[src/rtl/qam_symbol_modulator.sv]
// QAM symbol modulator: symbol FIFO, symbol-rate timer,
// Gray-coded QPSK/16/64-QAM mapper and carrier mixer.
module qam_symbol_modulator #(
  parameter int MAX_BITS  = 6,
  parameter int DEPTH     = 16,
  parameter int CARRIER_W = 18,
  parameter int AMP_W     = 8,
  localparam int OUT_W    = CARRIER_W + AMP_W + 1,
  localparam int LVL_W    = $clog2(DEPTH) + 1
) (
  input  logic                        ipClk,
  input  logic                        ipReset,
  input  logic                        ipEnable,
  input  logic [1:0]                  ipMode,
  input  logic [15:0]                 ipSymbolPeriod,
  input  logic [MAX_BITS-1:0]         ipSymbol,
  input  logic                        ipSymbolValid,
  output logic                        opSymbolReady,
  input  logic signed [CARRIER_W-1:0] ipI,
  input  logic signed [CARRIER_W-1:0] ipQ,
  input  logic                        ipClearStatus,
  output logic signed [OUT_W-1:0]     opModulated,
  output logic                        opModulatedValid,
  output logic [LVL_W-1:0]            opFifoLevel,
  output logic                        opUnderflow
);

  localparam int PTR_W  = $clog2(DEPTH);
  localparam int PROD_W = CARRIER_W + AMP_W;
  localparam int S_FULL = 3 * (2 ** (AMP_W - 3));
  localparam logic [AMP_W-1:0] S1 = AMP_W'(S_FULL / 1);
  localparam logic [AMP_W-1:0] S2 = AMP_W'(S_FULL / 3);
  localparam logic [AMP_W-1:0] S3 = AMP_W'(S_FULL / 7);

  logic [MAX_BITS-1:0]      mem [DEPTH];
  logic [PTR_W-1:0]         wr_ptr, rd_ptr;
  logic [LVL_W-1:0]         level;
  logic [15:0]              cnt, period_m1;
  logic                     tick, push, pop;
  logic [5:0]               head;
  logic [2:0]               gi, gq;
  logic [3:0]               nmax;
  logic [AMP_W-1:0]         scale;
  logic signed [AMP_W-1:0]  map_i, map_q;
  logic signed [AMP_W-1:0]  lvl_i, lvl_q;
  logic signed [PROD_W-1:0] prod_i, prod_q;
  logic                     en_d1;

  // Axis index (Gray) to signed amplitude: (2b - (2^k-1)) * S
  function automatic logic signed [AMP_W-1:0] amp(
    input logic [2:0]       g,
    input logic [3:0]       nm,
    input logic [AMP_W-1:0] sc
  );
    logic [2:0]              b;
    logic signed [4:0]       d;
    logic signed [AMP_W+5:0] p;
    b[2] = g[2];
    b[1] = g[2] ^ g[1];
    b[0] = g[2] ^ g[1] ^ g[0];
    d = $signed({1'b0, b, 1'b0}) - $signed({1'b0, nm});
    p = (AMP_W+6)'(d) * (AMP_W+6)'($signed({1'b0, sc}));
    return p[AMP_W-1:0];
  endfunction

  assign opSymbolReady = !ipReset && (level != LVL_W'(DEPTH));
  assign push      = ipSymbolValid && opSymbolReady;
  assign tick      = ipEnable && (cnt == 16'd0);
  assign pop       = tick && (level != '0);
  assign period_m1 = (ipSymbolPeriod < 16'd2) ? 16'd1
                   : ipSymbolPeriod - 16'd1;
  assign head        = 6'(mem[rd_ptr]);
  assign opFifoLevel = level;

  // Split the head symbol into I/Q indices for the mode in force now
  always_comb begin
    gi    = '0;
    gq    = '0;
    nmax  = 4'd1;
    scale = S1;
    unique case (ipMode)
      2'd1: begin
        gi    = {1'b0, head[3:2]};
        gq    = {1'b0, head[1:0]};
        nmax  = 4'd3;
        scale = S2;
      end
      2'd2: begin
        gi    = head[5:3];
        gq    = head[2:0];
        nmax  = 4'd7;
        scale = S3;
      end
      default: begin
        gi    = {2'b00, head[1]};
        gq    = {2'b00, head[0]};
        nmax  = 4'd1;
        scale = S1;
      end
    endcase
    map_i = amp(gi, nmax, scale);
    map_q = amp(gq, nmax, scale);
  end

  // Symbol storage; contents need no reset, occupancy guards reads
  always_ff @(posedge ipClk) begin
    if (push)
      mem[wr_ptr] <= ipSymbol;
  end

  // FIFO pointers and occupancy
  always_ff @(posedge ipClk) begin
    if (ipReset) begin
      wr_ptr <= '0;
      rd_ptr <= '0;
      level  <= '0;
    end else begin
      if (push)
        wr_ptr <= wr_ptr + PTR_W'(1);
      if (pop)
        rd_ptr <= rd_ptr + PTR_W'(1);
      unique case ({push, pop})
        2'b10:   level <= level + LVL_W'(1);
        2'b01:   level <= level - LVL_W'(1);
        default: level <= level;
      endcase
    end
  end

  // Symbol-rate down-counter; ticks at zero and reloads
  always_ff @(posedge ipClk) begin
    if (ipReset)
      cnt <= '0;
    else if (tick)
      cnt <= period_m1;
    else if (ipEnable)
      cnt <= cnt - 16'd1;
  end

  // Level registers and sticky underflow, updated on ticks
  always_ff @(posedge ipClk) begin
    if (ipReset) begin
      lvl_i       <= '0;
      lvl_q       <= '0;
      opUnderflow <= 1'b0;
    end else begin
      if (tick) begin
        lvl_i <= pop ? map_i : '0;
        lvl_q <= pop ? map_q : '0;
      end
      if (tick && !pop)
        opUnderflow <= 1'b1;
      else if (ipClearStatus)
        opUnderflow <= 1'b0;
    end
  end

  // Two-stage mixer: products, then difference
  always_ff @(posedge ipClk) begin
    if (ipReset) begin
      prod_i           <= '0;
      prod_q           <= '0;
      en_d1            <= 1'b0;
      opModulated      <= '0;
      opModulatedValid <= 1'b0;
    end else begin
      en_d1            <= ipEnable;
      opModulatedValid <= en_d1;
      if (ipEnable) begin
        prod_i <= PROD_W'(lvl_i) * PROD_W'(ipI);
        prod_q <= PROD_W'(lvl_q) * PROD_W'(ipQ);
      end
      if (en_d1)
        opModulated <= OUT_W'(prod_i) - OUT_W'(prod_q);
    end
  end

endmodule
[config.mk]
export PLATFORM = sky130hd
export DESIGN_NAME = qam_symbol_modulator
export DESIGN_NICKNAME = d
export VERILOG_FILES = /design/src/rtl/qam_symbol_modulator.sv
export SDC_FILE = /design/constraint.sdc
export NUM_CORES = 1
export LEC_CHECK = 0
export CORE_ASPECT_RATIO = 0.6
export CORE_MARGIN = 2
export CORE_UTILIZATION = 45
export DETAILED_ROUTE_END_ITERATION = 7
export GPL_ROUTABILITY_DRIVEN = 1
export HOLD_SLACK_MARGIN = 0.02
export PLACE_DENSITY = 0.63
export SETUP_SLACK_MARGIN = 0.3
export SLEW_MARGIN = 20
export SYNTH_ARGS = -nofsm -noshare
export SYNTH_HDL_FRONTEND = slang
export SYNTH_SLANG_ARGS = --single-unit
[constraint.sdc]
create_clock -name ipClk -period 8.46 [get_ports ipClk]
set_input_delay 2.538 -clock ipClk [delete_from_list [all_inputs] [get_ports ipClk]]
set_output_delay 2.538 -clock ipClk [all_outputs]
set_load 0.1 [all_outputs]
# After elaboration in Yosys (flattened, before gate mapping)
# Memory sizes are Yosys's and may differ from the RTL's. A register that Yosys moved wholly into a read port is not among the register bits.
# Cells that the tools add are included.
dict set report classes {
  n_addsub 9
  multipliers 4
  n_lt_le_gt_ge 1
  n_eq_ne 5
  muxes 16
  n_bitwise 4
  n_reduce_logical 12
}
# cell n
set ops {}
lappend ops {{multiplier 8 x 18 -> 26 bit} 2}
lappend ops {{2-to-1 mux 16 bit} 3}
lappend ops {{subtractor 16 x 1 -> 16 bit (second input constant)} 2}
lappend ops {{subtractor 26 x 26 -> 27 bit} 1}
lappend ops {{one-hot mux 3 bit (2 select lines)} 3}
lappend ops {{zero test 16 bit} 1}
lappend ops {{less-than comparator 16 x 2 -> 1 bit (second input constant)} 1}
lappend ops {{multiplier 5 x 8 -> 8 bit} 2}
lappend ops {{2-to-1 mux 8 bit} 2}
lappend ops {{one-hot mux 7 bit (2 select lines)} 1}
lappend ops {{one-hot mux 5 bit (2 select lines)} 1}
lappend ops {{subtractor 4 x 3 -> 5 bit} 2}
lappend ops {{adder 4 x 1 -> 4 bit (second input constant)} 2}
lappend ops {{2-to-1 mux 4 bit} 2}
lappend ops {{nonzero test 2 bit} 3}
lappend ops {{adder 5 x 1 -> 5 bit (second input constant)} 1}
lappend ops {{logical AND 1 bit} 5}
lappend ops {{!= test 5 bit (second input constant)} 1}
lappend ops {{nonzero test 5 bit} 1}
lappend ops {{subtractor 5 x 1 -> 5 bit (second input constant)} 1}
lappend ops {{== test 2 x 1 -> 1 bit (second input constant)} 2}
lappend ops {{== test 2 bit (second input constant)} 2}
lappend ops {{2-to-1 mux 1 bit} 4}
lappend ops {{XOR 1 bit} 4}
lappend ops {{zero test 1 bit} 2}
dict set report word_totals {
  regBits 127
  mem_bits_rw 96
  word_cells 64
  memories 1
}
# memory words width read_ports rd_clocked_by_memory_dff wr line
set memory_table {}
lappend memory_table {mem 16 6 1 1 1 35} ;# logic [MAX_BITS-1:0] mem [DEPTH];

# Longest topological paths before layout
# Gate-level depths: netlist of run 1.
dict set report logic_depth {
  word_depth 7
  mapped_depth 27
  mapped_depth_nobuf 24
}

# Worst setup path after synthesis of run 1
# Ideal clock, no wire load.
dict set report synth_timing {
  kind {input to register}
  from {input ipMode[0]}
  to {register lvl_i[7]}
  arrival_time_ns 7.417
  path_slack_ns 0.914
  cell_stages 22
  cell_sequence {inv_1 > ha_1 > nor2b_1 > a21oi_2 > xnor2_1 > ha_1 > inv_1 > fa_1 > xor2_1 > nor2_1 > fa_1 > inv_1 > fa_1 > fa_1 > inv_1 > ha_1 > a21o_1 > a21oi_1 > xnor2_1 > xnor2_1 > a22oi_1 > nor2_1}
}
dict set report synth_between {
  elab_chain_cells 7
  elab_cells_between_ends 10
  cone_classes {add/sub: 1; mul: 1; eq/ne: 2; mux: 4; bitwise: 2}
}
# item line
set synth_rtl {}
lappend synth_rtl {{start: declaration} 14} ;# input logic [1:0] ipMode,
lappend synth_rtl {{== test 2 bit / == test 2 x 1 -> 1 bit (equally long branches)} 81} ;# unique case (ipMode)
lappend synth_rtl {{one-hot mux 3 bit (2 select lines)} 81}
lappend synth_rtl {{XOR 1 bit} {59, 60}}
lappend synth_rtl {{XOR 1 bit} 60} ;# b[0] = g[2] ^ g[1] ^ g[0];
lappend synth_rtl {{subtractor 4 x 3 -> 5 bit} 61} ;# d = $signed({1'b0, b, 1'b0}) - $signed({1'b0, nm});
lappend synth_rtl {{multiplier 5 x 8 -> 8 bit *} 62} ;# p = (AMP_W+6)'(d) * (AMP_W+6)'($signed({1'b0, sc}));
lappend synth_rtl {{2-to-1 mux 8 bit *} 148} ;# lvl_i <= pop ? map_i : '0;
lappend synth_rtl {{end signal: assignment} 148}
lappend synth_rtl {{end: declaration} 45} ;# logic signed [AMP_W-1:0] lvl_i, lvl_q;
# Mark *: on every way between the ends. The rest lies on a longest branch, timed or not.
# A chain may end at the register's enable or synchronous reset.

# Worst setup path in the final report of run 1
# Same ends and word-level chain as after synthesis.

==> results of run 1 <==
[stage by stage]
stage / std cells / utilization / area [sq um] / setup WS (ns) / hold slack (ns)
after floorplan: 2252 / - / 21600 / 0.914 / 0.439
after global placement: 2927 / 0.487 / 23200 / 0.389 / 0.451
after detailed placement: 2927 / 0.487 / 23200 / 0.220 / 0.463
after CTS: 2966 / 0.502 / 23900 / 0.760 / 0.472
after global routing: 2966 / 0.503 / 23900 / 0.401 / 0.488
final: 2966 / 0.503 / 23900 / 0.743 / 0.470
[kinds of logic after synthesis]
| family | after synthesis |
|---|---|
| XOR/XNOR | 91 |
| other | 1 |
| AND/OR/NAND/NOR | 694 |
| AO/OA/AOI/OAI | 311 |
| adder cells (fa/ha/maj) | 408 |
| flip-flops | 226 |
| multiplexers | 70 |
| buffers and inverters | 450 |
[final cells by class]
type / instances / area (sq um)
Inverter: 374 / 1400
Clock inverter: 8 / 115
Tap cell: 640 / 801
Fill cell: 4410 / 23700
Multi-Input combinational cell: 1576 / 14400
Timing Repair Buffer: 111 / 1080
Clock buffer: 31 / 628
Sequential cell: 226 / 5490
[state kept, by name (all words and copies together) (netlist names), named ones only]
register and flops:
opUnderflow 1, opModulatedValid 1, en_d1 1, opModulated 27, wr_ptr 4, cnt 16
prod_i 26, rd_ptr 4, lvl_i 8, lvl_q 7, opFifoLevel 5, mem 96
prod_q 26
[worst min-delay path, stage by stage (launching register included)]
cell,delay [ns]
dfxtp_1,0.31
o31ai_1,0.06
a21oi_1,0.06
[layer usage]
layer,GRT usage,vias up
met2,0.313,335
met4,0.0336,0
met1,0.315,7829
met5,0,-
li1,-,7506
met3,0.0262,54
[synth_stat cells (6+ instances only)]
| cell | instances | share of area |
|---|---|---|
| a21o_1 | 29 | 0.010 |
| a211o_1 | 6 | 0.0024 |
| o21bai_1 | 7 | 0.0024 |
| dfxtp_1 | 130 | 0.12 |
| nor3b_1 | 6 | 0.0021 |
| o21ai_1 | 7 | 0.0016 |
| ha_1 | 162 | 0.094 |
| a211oi_1 | 17 | 0.0059 |
| a21oi_1 | 90 | 0.021 |
| buf_1 | 9 | 0.0016 |
| o31ai_1 | 9 | 0.0031 |
| nor4_1 | 9 | 0.0026 |
| and3_1 | 15 | 0.0043 |
| edfxtp_1 | 96 | 0.13 |
| xor2_1 | 30 | 0.012 |
| nor2_1 | 131 | 0.023 |
| o22ai_1 | 12 | 0.0035 |
| nor3_1 | 36 | 0.0083 |
| nor4b_1 | 6 | 0.0024 |
| nor2b_1 | 14 | 0.0041 |
| inv_1 | 371 | 0.064 |
| mux4_2 | 25 | 0.026 |
| xnor2_1 | 61 | 0.025 |
| a31oi_1 | 9 | 0.0026 |
| and2_1 | 177 | 0.051 |
| o21ai_0 | 54 | 0.013 |
| nand2b_1 | 51 | 0.015 |
| nand2_1 | 174 | 0.030 |
| nand3_1 | 39 | 0.0090 |
| nand3b_1 | 7 | 0.0024 |
| or3_1 | 8 | 0.0023 |
| a22oi_1 | 10 | 0.0035 |
| nand4_1 | 9 | 0.0026 |
| mux2i_1 | 38 | 0.018 |
| fa_1 | 246 | 0.23 |
| clkbuf_1 | 62 | 0.011 |
| o21a_1 | 12 | 0.0042 |
[power by group through the flow]
stage | clock, uW | sequential, uW | combinational, uW
6_report | 1010 | 1270 | 1370
5_1_grt | 1080 | 1280 | 1510
4_1_cts | 1030 | 1270 | 1370
3_5_place_dp | 0 | 1290 | 1350
3_3_place_gp | 0 | 1290 | 1330
2_1_floorplan | 0 | 1430 | 872
[worst min-delay path by stage]
stage | slack, ns | cells after the start | startpoint | end
CTS | 0.47 | 2 | cnt[10]$_SDFFE_PP0P_ | cnt[10]$_SDFFE_PP0P_
global placement | 0.45 | 2 | cnt[10]$_SDFFE_PP0P_ | cnt[10]$_SDFFE_PP0P_
floorplan | 0.44 | 2 | cnt[10]$_SDFFE_PP0P_ | cnt[10]$_SDFFE_PP0P_
detailed placement | 0.46 | 2 | cnt[10]$_SDFFE_PP0P_ | cnt[10]$_SDFFE_PP0P_
global route | 0.49 | 2 | cnt[10]$_SDFFE_PP0P_ | cnt[10]$_SDFFE_PP0P_
finish | 0.47 | 2 | cnt[10]$_SDFFE_PP0P_ | cnt[10]$_SDFFE_PP0P_
==> metrics.md, run 1 <==
| Metric | Value |
|---|---|
| Outcome | complete, no violations |
| Post-Syn Instances | 2251 |
| Worst path cell trace | clkdlybuf4s50_1 -> inv_1 -> ha_1 -> a211oi_1 -> a21oi_2 -> xnor2_1 -> ha_1 -> inv_1 -> fa_1 -> xor2_1 -> nor2_1 -> fa_1 -> inv_1 -> fa_1 -> fa_1 -> inv_1 -> ha_1 -> a21o_1 -> a21oi_1 -> xnor2_1 -> xnor2_1 -> a22oi_1 -> nor2_1 |
| Num rows | 62 |
| Setup repair bufs after CTS | 0 |
| Endpoint type of the worst setup path | flip-flop |
| Crit path max fanout | 11 |
| Reg-to-Reg End | lvl_i[7]$_SDFFE_PP0P_ |
| Power share of the clock group | 0.278 |
| Gr ovfl total | 0 |
| Wirelength per Cell | 16.7 microns |
| Fin. Hold Viols | 0 |
| Switching Share | 0.368 |
| Fmax | 130 MHz |
| Total Power | 3650 uW |
| GPL Wtd Cong | 0.873 |
| Leak Pwr | 0.0102 uW |
| Post-DP HPWL | 39800 microns |
| Max Used Layer | met4 |
| Vias/cell | 5.30 |
| Pin count of the biggest net entering global routing | 70 |
| Max-slew headroom | 0.252 |
| DRT iter0 DRCs | 1029 |
| Worst path slowest cell | fa_1 |
| Hold crit path type | flip-flop to flip-flop |
| Pwr/cell area | 152 mW/mm^2 |
| Initial antenna violation count | 1 |
| CTS Buffer Depth | 3 |
| Commonest non-fill, non-tap cell in the layout | inv_1 |
| Clock Sinks | 226 |
| # nets final | 2784 |
| Most frequent cells in the layout | 371 x inv_1, 246 x fa_1, 177 x and2_1, 174 x nand2_1, 162 x ha_1 |
| RSZ-0062 raised after global routing | false |
| XOR/XNOR share of the synthesized area | 0.0369 |
| Chip width | 287 microns |
| Cts hold-fix bufs | 0 |
| Slowest stage delay, CP | 0.54 ns |
| YS warnings | 0 |
| Sequential area share after synthesis | 0.254 |
| Setup TNS | 0 ns |
| Comb pwr share | 0.375 |
| Power Internal | 2310 uW |
| Period Utilization, post-route | 0.912 |
| Residual DRC | 0 |
| Min cycle time layout | 7.72 ns |
| Clock transition at the registers of the reported paths | 0.07 ns |
| Critical path launch point type | input port |
| Root buf cell | clkbuf_16 |
| Post-Route WL | 49600 microns |
| EDFF count, synth | 96 |
| First-pass GRT wire length | 83900 microns |
| R2R depth | 25 |
| Area grow syn2layout | 10.8% |
| Yosys reg bits | 226 |
| CORE AREA | 0.0476 sq mm |
| Peak supply drop | 0.131 mV |
| Total vias in the final route | 15724 |
| CP arrival | 8.12 ns |
| DR WL met2 | 21700 microns |
| Crit path buf inv count | 5 |
| Number of CTS-inserted buffers | 22 |
| WP data required | 8.86 ns |
| Post-Synth Adder-Cell Area | 0.322 |
| Max-slew violations | 0 |
| Post-synth ARST share | 0 |
| WS Path Type | input port to flip-flop |
| Final Setup Violations | 0 |
| Share of cells above drive strength 1 | 0.0396 |
| NetSw | 1340 uW |
| # H-tree levels | 1 |
| Cell count along the critical path | 23 |
| Largest family of logic cells by synthesized area | adder cells |
| Ports | 100 |
| Primary FF master, synth | dfxtp_1 |
| Post-Syn Area | 0.0216 sq mm |
| Setup Skew | 0.0225 ns |
| Wl on met1 | 25100 microns |
| Port bufs | 99 |
| Die footprint | 0.0499 sq mm |
| MaxCap Viol Count | 0 |
| Worst-Margin Slew | 1.11 ns |
| Reg-to-reg slack, setup | 1.79 ns |
| Number of global-route vias before repair | 16259 |
| Antenna viol nets, final | 0 |
| Post-Synth Simple-Gate Area | 0.163 |
| Synth Area in Compound Gates | 0.0940 |
| Routed met3 length | 2120 microns |
| Setup crit end | lvl_i[7]$_SDFFE_PP0P_ |
| Antenna cell count | 0 |
| CP startpoint | ipMode[0] |
| Delay-heaviest family, CP | adder cells |
| Unique masters post-synth | 72 |
| Post-CTS sizing | 0 |
| Sequential share of power | 0.347 |
| Overall routing resource usage | 0.205 |
| Worst skew pair latency | 0.54 ns |
| Drt pass-1 iters | 6 |
| Post-synthesis mux area share | 0.0508 |
| Avg Inst Size Synth | 9.60 sq um |
| Initial core utilization | 0.454 |
| Die Ht | 174 microns |
| CTS tree | yes |
No activity file was read; power rests on OpenSTA's default activity.
==> run 2, diff against run 1 <==
--- a/config.mk
+++ b/config.mk
@@ -5,13 +5,15 @@
 export SDC_FILE = /design/constraint.sdc
 export NUM_CORES = 1
 export LEC_CHECK = 0
+export CELL_PAD_IN_SITES_DETAIL_PLACEMENT = 0
+export CELL_PAD_IN_SITES_GLOBAL_PLACEMENT = 1
 export CORE_ASPECT_RATIO = 0.6
 export CORE_MARGIN = 2
 export CORE_UTILIZATION = 45
 export DETAILED_ROUTE_END_ITERATION = 7
 export GPL_ROUTABILITY_DRIVEN = 1
 export HOLD_SLACK_MARGIN = 0.02
-export PLACE_DENSITY = 0.63
+export PLACE_DENSITY = 0.77
 export SETUP_SLACK_MARGIN = 0.3
 export SLEW_MARGIN = 20
 export SYNTH_ARGS = -nofsm -noshare
==> constraint.sdc (replaced) <==
create_clock -name ipClk -period 9.3 [get_ports ipClk]
set_input_delay 2.79 -clock ipClk [delete_from_list [all_inputs] [get_ports ipClk]]
set_output_delay 2.79 -clock ipClk [all_outputs]
set_load 0.1 [all_outputs]
==> run 2 against run 1 <==
Effect of this change:
- final cell count rose by 0.13%
- critical endpoint unchanged
- critical path depth increased by 1
- count of clock-buffer cells in the layout grew 2
- highest routed layer unchanged
- die area is the same
- worst setup slack better by 0.71 ns
- combinational power fell by 9%
- register-to-register slack gained 0.83 ns
- routed wire length increased by 0.63%
- sequential cell count unchanged
- largest cell class unchanged
==> metrics.md, run 2 (synthesis gave the netlist of run 1 again) <==
| Metric | Value |
|---|---|
| Min cycle time layout | 7.85 ns |
| DP Worst Slack | 0.835 ns |
| Initial core utilization | 0.454 |
| Final worst setup slack | 1.45 ns |
| CTS tree | yes |
| Drt pass-1 iters | 6 |
| Number of CTS-inserted buffers | 24 |
| Residual DRC | 0 |
| Wirelength per Cell | 16.8 microns |
| R2R depth | 24 |
| CTS Buffer Depth | 3 |
| Port bufs | 99 |
| Ports | 100 |
| CORE AREA | 0.0476 sq mm |
| Max Used Layer | met4 |
| Antenna cell count | 0 |
| Reg with most FFs | mem |
| Chip width | 287 microns |
| Outcome | complete, no violations |
| Post-CTS sizing | 0 |
| Die Ht | 174 microns |
| Pin count of the biggest net entering global routing | 68 |
| Critical path launch point type | input port |
| # nets final | 2785 |
| Final Setup Violations | 0 |
| Total Power | 3370 uW |
| Area grow syn2layout | 11.0% |
| Vias/cell | 5.24 |
| Worst skew pair latency | 0.55 ns |
| Power Internal | 2130 uW |
| Setup Skew | 0.0319 ns |
| Share of cells above drive strength 1 | 0.0395 |
| Overall routing resource usage | 0.205 |
| Post-DP HPWL | 39900 microns |
| Hold_ws | 0.464 ns |
| # H-tree levels | 1 |
| Total vias in the final route | 15557 |
| Reg-to-reg slack, setup | 2.62 ns |
| Commonest non-fill, non-tap cell in the layout | inv_1 |
| Root buf cell | clkbuf_16 |
| Gr ovfl total | 0 |
| Clock Sinks | 226 |
| Comb pwr share | 0.369 |
| Number of global-route vias before repair | 16099 |
| Pwr/cell area | 140 mW/mm^2 |
| GPL Wtd Cong | 0.862 |
| WHS Path Cells | 2 |
| Wl on met1 | 25300 microns |
| Clock transition at the registers of the reported paths | 0.06 ns |
| Max-slew headroom | 0.247 |
| RSZ-0062 raised after global routing | false |
| Crit path max fanout | 11 |
| Cts hold-fix bufs | 0 |
| First-pass GRT wire length | 83400 microns |
| Routed met3 length | 2190 microns |
| Worst-Margin Slew | 1.12 ns |
| WS Path Type | input port to flip-flop |
| Antenna viol nets, final | 0 |
| Setup TNS | 0 ns |
| Initial antenna violation count | 0 |
| CP arrival | 8.27 ns |
| Fmax | 127 MHz |
| Max-slew violations | 0 |
| Sequential share of power | 0.342 |
| Switching Share | 0.369 |
| Die footprint | 0.0499 sq mm |
| Leak Pwr | 0.0102 uW |
| Post-Route WL | 49900 microns |
| Setup repair bufs after CTS | 0 |
| NetSw | 1240 uW |
| Power share of the clock group | 0.289 |
| WP data required | 9.72 ns |
| Placed Cells | 2926 |
| Max reg flops | 96 |
| Num rows | 62 |
| Peak supply drop | 0.130 mV |
| Largest regs | mem: 96 flops, opModulated: 27 flops |
| MaxCap Viol Count | 0 |
| Endpoint type of the worst setup path | flip-flop |
| Period Utilization, post-route | 0.844 |
| DR WL met2 | 22000 microns |
| Most frequent cells in the layout | 371 x inv_1, 246 x fa_1, 177 x and2_1, 174 x nand2_1, 162 x ha_1 |
| Fin. Hold Viols | 0 |
| DRT iter0 DRCs | 973 |
| Hold crit path type | flip-flop to flip-flop |
| Layout Cells excl Fill | 2970 |
[run 2: changes by cell type in the layout (fill, tap and decap cells not counted), sizes merged]
| cell | before | now |
|---|---|---|
| clkinvlp | 0 | 4 |
| clkinv | 8 | 7 |
| clkbuf | 31 | 33 |
| buf | 14 | 13 |
[run 2: final timing paths]
path | startpoint | to
worst min register to register | opModulated[11]$_SDFFE_PP0P_ | opModulated[11]$_SDFFE_PP0P_
worst max register to register | flip-flop | lvl_q[7]$_SDFFE_PP0P_
worst min-delay path | opModulated[11]$_SDFFE_PP0P_ | opModulated[11]$_SDFFE_PP0P_
worst max-delay path | ipMode[0] | lvl_i[7]$_SDFFE_PP0P_
[run 2: per-stage QoR]
step / cell area (sq um) / util
after floorplan: 21600 / -
after global placement: 23200 / 0.487
after detailed placement: 23200 / 0.487
after CTS: 24000 / 0.503
after global routing: 24000 / 0.504
final: 24000 / 0.504
[run 2: layer usage]
layer	GRT usage	vias to the layer above
met5	0	-
met4	0.0241	0
met3	0.0268	43
met2	0.325	306
met1	0.309	7681
li1	-	7527
[run 2: area by class of cell]
| type | count | area [sq um] |
|---|---|---|
| fill | 4345 | 23600 |
| multi-input combinational | 1576 | 14400 |
| sequential | 226 | 5490 |
| inverter | 374 | 1400 |
| timing repair buffer | 110 | 1070 |
| tap | 640 | 801 |
| clock buffer | 33 | 664 |
| clock inverter | 11 | 140 |
[run 2: power groups by stage]
stage	registers, uW	clock network, uW	logic [uW]
after floorplan	1300	0	793
final	1150	974	1240
after global routing	1160	1040	1380
after global placement	1170	0	1220
after CTS	1150	1000	1240
after detailed placement	1170	0	1230
[run 2: critical path, stage by stage]
cell and delay (ns):
clkdlybuf4s50_1 0.49, inv_1 0.07, ha_1 0.51, nor2b_1 0.08
buf_4 0.18, a21oi_2 0.21, xnor2_1 0.18, ha_1 0.26
inv_1 0.07, fa_1 0.37, xor2_1 0.17, nor2_1 0.21
fa_1 0.46, inv_1 0.09, fa_1 0.44, fa_1 0.54
inv_1 0.06, ha_1 0.28, a21o_1 0.15, a21oi_1 0.18
xnor2_1 0.17, xnor2_1 0.10, a22oi_1 0.14, nor2_1 0.06
==> run 3, diff against run 2 <==
--- a/config.mk
+++ b/config.mk
@@ -13,7 +13,7 @@
 export DETAILED_ROUTE_END_ITERATION = 7
 export GPL_ROUTABILITY_DRIVEN = 1
 export HOLD_SLACK_MARGIN = 0.02
-export PLACE_DENSITY = 0.77
+export PLACE_DENSITY = 0.8
 export SETUP_SLACK_MARGIN = 0.3
 export SLEW_MARGIN = 20
 export SYNTH_ARGS = -nofsm -noshare
==> constraint.sdc (replaced) <==
create_clock -name ipClk -period 6.9 [get_ports ipClk]
set_input_delay 2.07 -clock ipClk [delete_from_list [all_inputs] [get_ports ipClk]]
set_output_delay 2.07 -clock ipClk [all_outputs]
set_load 0.1 [all_outputs]
==> run 3 against run 2 <==
Effect of this change:
- register-to-register slack got worse by 1.8 ns
- count of clock-buffer cells in the layout is 3 lower
- sequential share of layout area decreased by 0.98 points
- largest power group unchanged
- hold slack better by 0.00072 ns
- global-route usage up 0.58 points
- critical path type unchanged
- core utilization grew 2.2 points
- routed wire length increased by 2.3%
- design area grew 4.4%
- first-iteration DRC count increased by 0.62%
- final cell count up 4.1%
- non-clock buffer count increased by 119
- die area stayed put
==> metrics.md, run 3 (synthesis gave the netlist of run 1 again) <==
| Metric | Value |
|---|---|
| RSZ-0062 raised after global routing | true |
| CTS tree | yes |
| Total Power | 4680 uW |
| Post-DP HPWL | 40500 microns |
| Worst path slowest cell | fa_1 |
| Most frequent cells in the layout | 371 x inv_1, 246 x fa_1, 177 x and2_1, 173 x nand2_1, 158 x ha_1 |
| CORE AREA | 0.0476 sq mm |
| Die footprint | 0.0499 sq mm |
| Port bufs | 99 |
| # H-tree levels | 1 |
| Reg-to-reg slack, setup | 0.78 ns |
| Final Setup Violations | 0 |
| WP data required | 7.29 ns |
| Worst skew pair latency | 0.55 ns |
| Max Used Layer | met4 |
| Clock Sinks | 226 |
| First-pass GRT wire length | 85900 microns |
| Vias/cell | 5.19 |
| Wirelength per Cell | 16.5 microns |
| Hold crit path type | flip-flop to flip-flop |
| Leak Pwr | 0.0109 uW |
| Crit path max fanout | 7 |
| Period Utilization, post-route | 0.928 |
| Total vias in the final route | 16029 |
| Slowest stage delay, CP | 0.60 ns |
| Setup TNS | 0 ns |
| Peak supply drop | 0.251 mV |
| GPL Wtd Cong | 0.893 |
| DR WL met2 | 22800 microns |
| CP arrival | 6.80 ns |
| Worst path cell trace | clkdlybuf4s50_1 -> buf_4 -> nand2_1 -> fa_1 -> fa_1 -> fa_1 -> inv_1 -> fa_1 -> ha_1 -> buf_4 -> buf_4 -> a21o_1 -> a21oi_1 -> o21ai_0 -> a311o_1 -> xnor2_1 -> mux2i_1 -> nor2_1 |
| Die Ht | 174 microns |
| Initial antenna violation count | 4 |
| Pwr/cell area | 187 mW/mm^2 |
| Worst-Margin Slew | 1.11 ns |
| WHS Path Cells | 2 |
| Antenna viol nets, final | 0 |
| Gr ovfl total | 0 |
| WS Path Type | input port to flip-flop |
| Pin count of the biggest net entering global routing | 57 |
| Filler cells | 4339 |
| Number of CTS-inserted buffers | 24 |
| Post-Route WL | 51100 microns |
| Largest regs | mem: 96 flops, opModulated: 27 flops |
| Min cycle time layout | 6.41 ns |
| Final instance area | 0.0251 sq mm |
| Root buf cell | clkbuf_16 |
| Placed instance area | 0.0241 sq mm |
| Residual DRC | 0 |
| Commonest non-fill, non-tap cell in the layout | inv_1 |
| Reg-to-Reg End | lvl_q[7]$_SDFFE_PP0P_ |
| Worst hold path startpoint | opModulated[12]$_SDFFE_PP0P_ |
| Routed met3 length | 2360 microns |
| Hold_ws | 0.465 ns |
| Number of global-route vias before repair | 16706 |
| Max reg flops | 96 |
| DRT iter0 DRCs | 979 |
| Fmax | 156 MHz |
| Reg with most FFs | mem |
| Num rows | 62 |
| CP most frequent cell | fa_1 |
| Setup Skew | 0.0365 ns |
| Chip width | 287 microns |
| Max-slew headroom | 0.256 |
| Endpoint type of the worst setup path | flip-flop |
| R2R depth | 24 |
| Max-slew violations | 0 |
| Initial core utilization | 0.454 |
| Drt pass-1 iters | 5 |
| Wl on met1 | 25400 microns |
| Hold path endpoint | opModulated[12]$_SDFFE_PP0P_ |
| Area grow syn2layout | 15.9% |
| Fin. Hold Viols | 0 |
| Delay-heaviest family, CP | adder cells |
| Overall routing resource usage | 0.211 |
| Critical path launch point type | input port |
| # nets final | 2904 |
| Clock transition at the registers of the reported paths | 0.06 ns |
| Share of cells above drive strength 1 | 0.0943 |
| MaxCap Viol Count | 0 |
| Ports | 100 |
| CTS Buffer Depth | 3 |
| Outcome | complete, no violations |
| Crit path buf inv count | 5 |
## run 3: how the worst max path moves through the flow
stage	from	endpoint	slack [ns]	cells after the start
floorplan	ipMode[0]	lvl_q[7]$_SDFFE_PP0P_	0.30	23
global placement	ipMode[0]	lvl_i[7]$_SDFFE_PP0P_	-0.35	23
detailed placement	ipMode[0]	lvl_i[7]$_SDFFE_PP0P_	-0.37	24
CTS	ipQ[5]	prod_q[24]$_SDFFE_PP0P_	0.28	20
global route	ipI[13]	prod_i[25]$_SDFFE_PP0P_	0.26	18
finish	ipQ[8]	prod_q[19]$_SDFFE_PP0P_	0.49	18
## run 3: layout make-up
cell class	count	area (sq um)	area share
diodes	2	5.00	0.000200
well taps	640	801	0.0320
multi-input cells	1576	14600	0.581
repair buffers	229	1990	0.0796
clock inverters	14	179	0.00714
inverters	374	1400	0.0560
flip-flops and latches	226	5490	0.219
clock buffers	30	633	0.0253
## run 3: power by group
part           leakage, uW  internal, uW  switching [uW]
combinational      0.00859           726            1070
clock             0.000384           772             566
sequential         0.00192          1470            69.9
total               0.0109          2970            1710
## run 3: worst reg2reg max path, cell delays in order (launching register included)
cell	delay, ns
dfxtp_1	0.35
buf_12	0.23
mux4_2	0.57
mux4_2	0.58
xor2_1	0.22
a21oi_1	0.09
nor2_1	0.17
xor2_1	0.23
ha_2	0.22
inv_1	0.05
fa_1	0.37
xor2_1	0.17
nor2_2	0.07
fa_1	0.49
inv_1	0.05
fa_1	0.46
fa_1	0.54
inv_1	0.05
ha_1	0.28
a21o_1	0.17
a21oi_2	0.16
xnor2_1	0.15
xnor2_1	0.10
a22oi_1	0.20
nor2_2	0.05
## run 3: what timing repair did
item / CTS / global route
hold buffers: 0 / 0
setup buffers: 1 / 2
setup endpoints to repair: 4 / 21
pin swaps: 8 / 17
gates resized for setup: 8 / 27
## run 3: routing by layer
metal / global-route usage / vias to the layer above
li1: - / 7770
met1: 0.316 / 7932
met2: 0.332 / 284
met3: 0.0313 / 43
met4: 0.0280 / 0
met5: 0 / -
## run 3: through the flow
step / utilization / setup slack [ns] / std cells
final: 0.526 / 0.494 / 3091
after global routing: 0.526 / 0.261 / 3090
after CTS: 0.524 / 0.276 / 3087
after detailed placement: 0.506 / -0.370 / 3042
after global placement: 0.506 / -0.348 / 3042
after floorplan: - / 0.302 / 2252
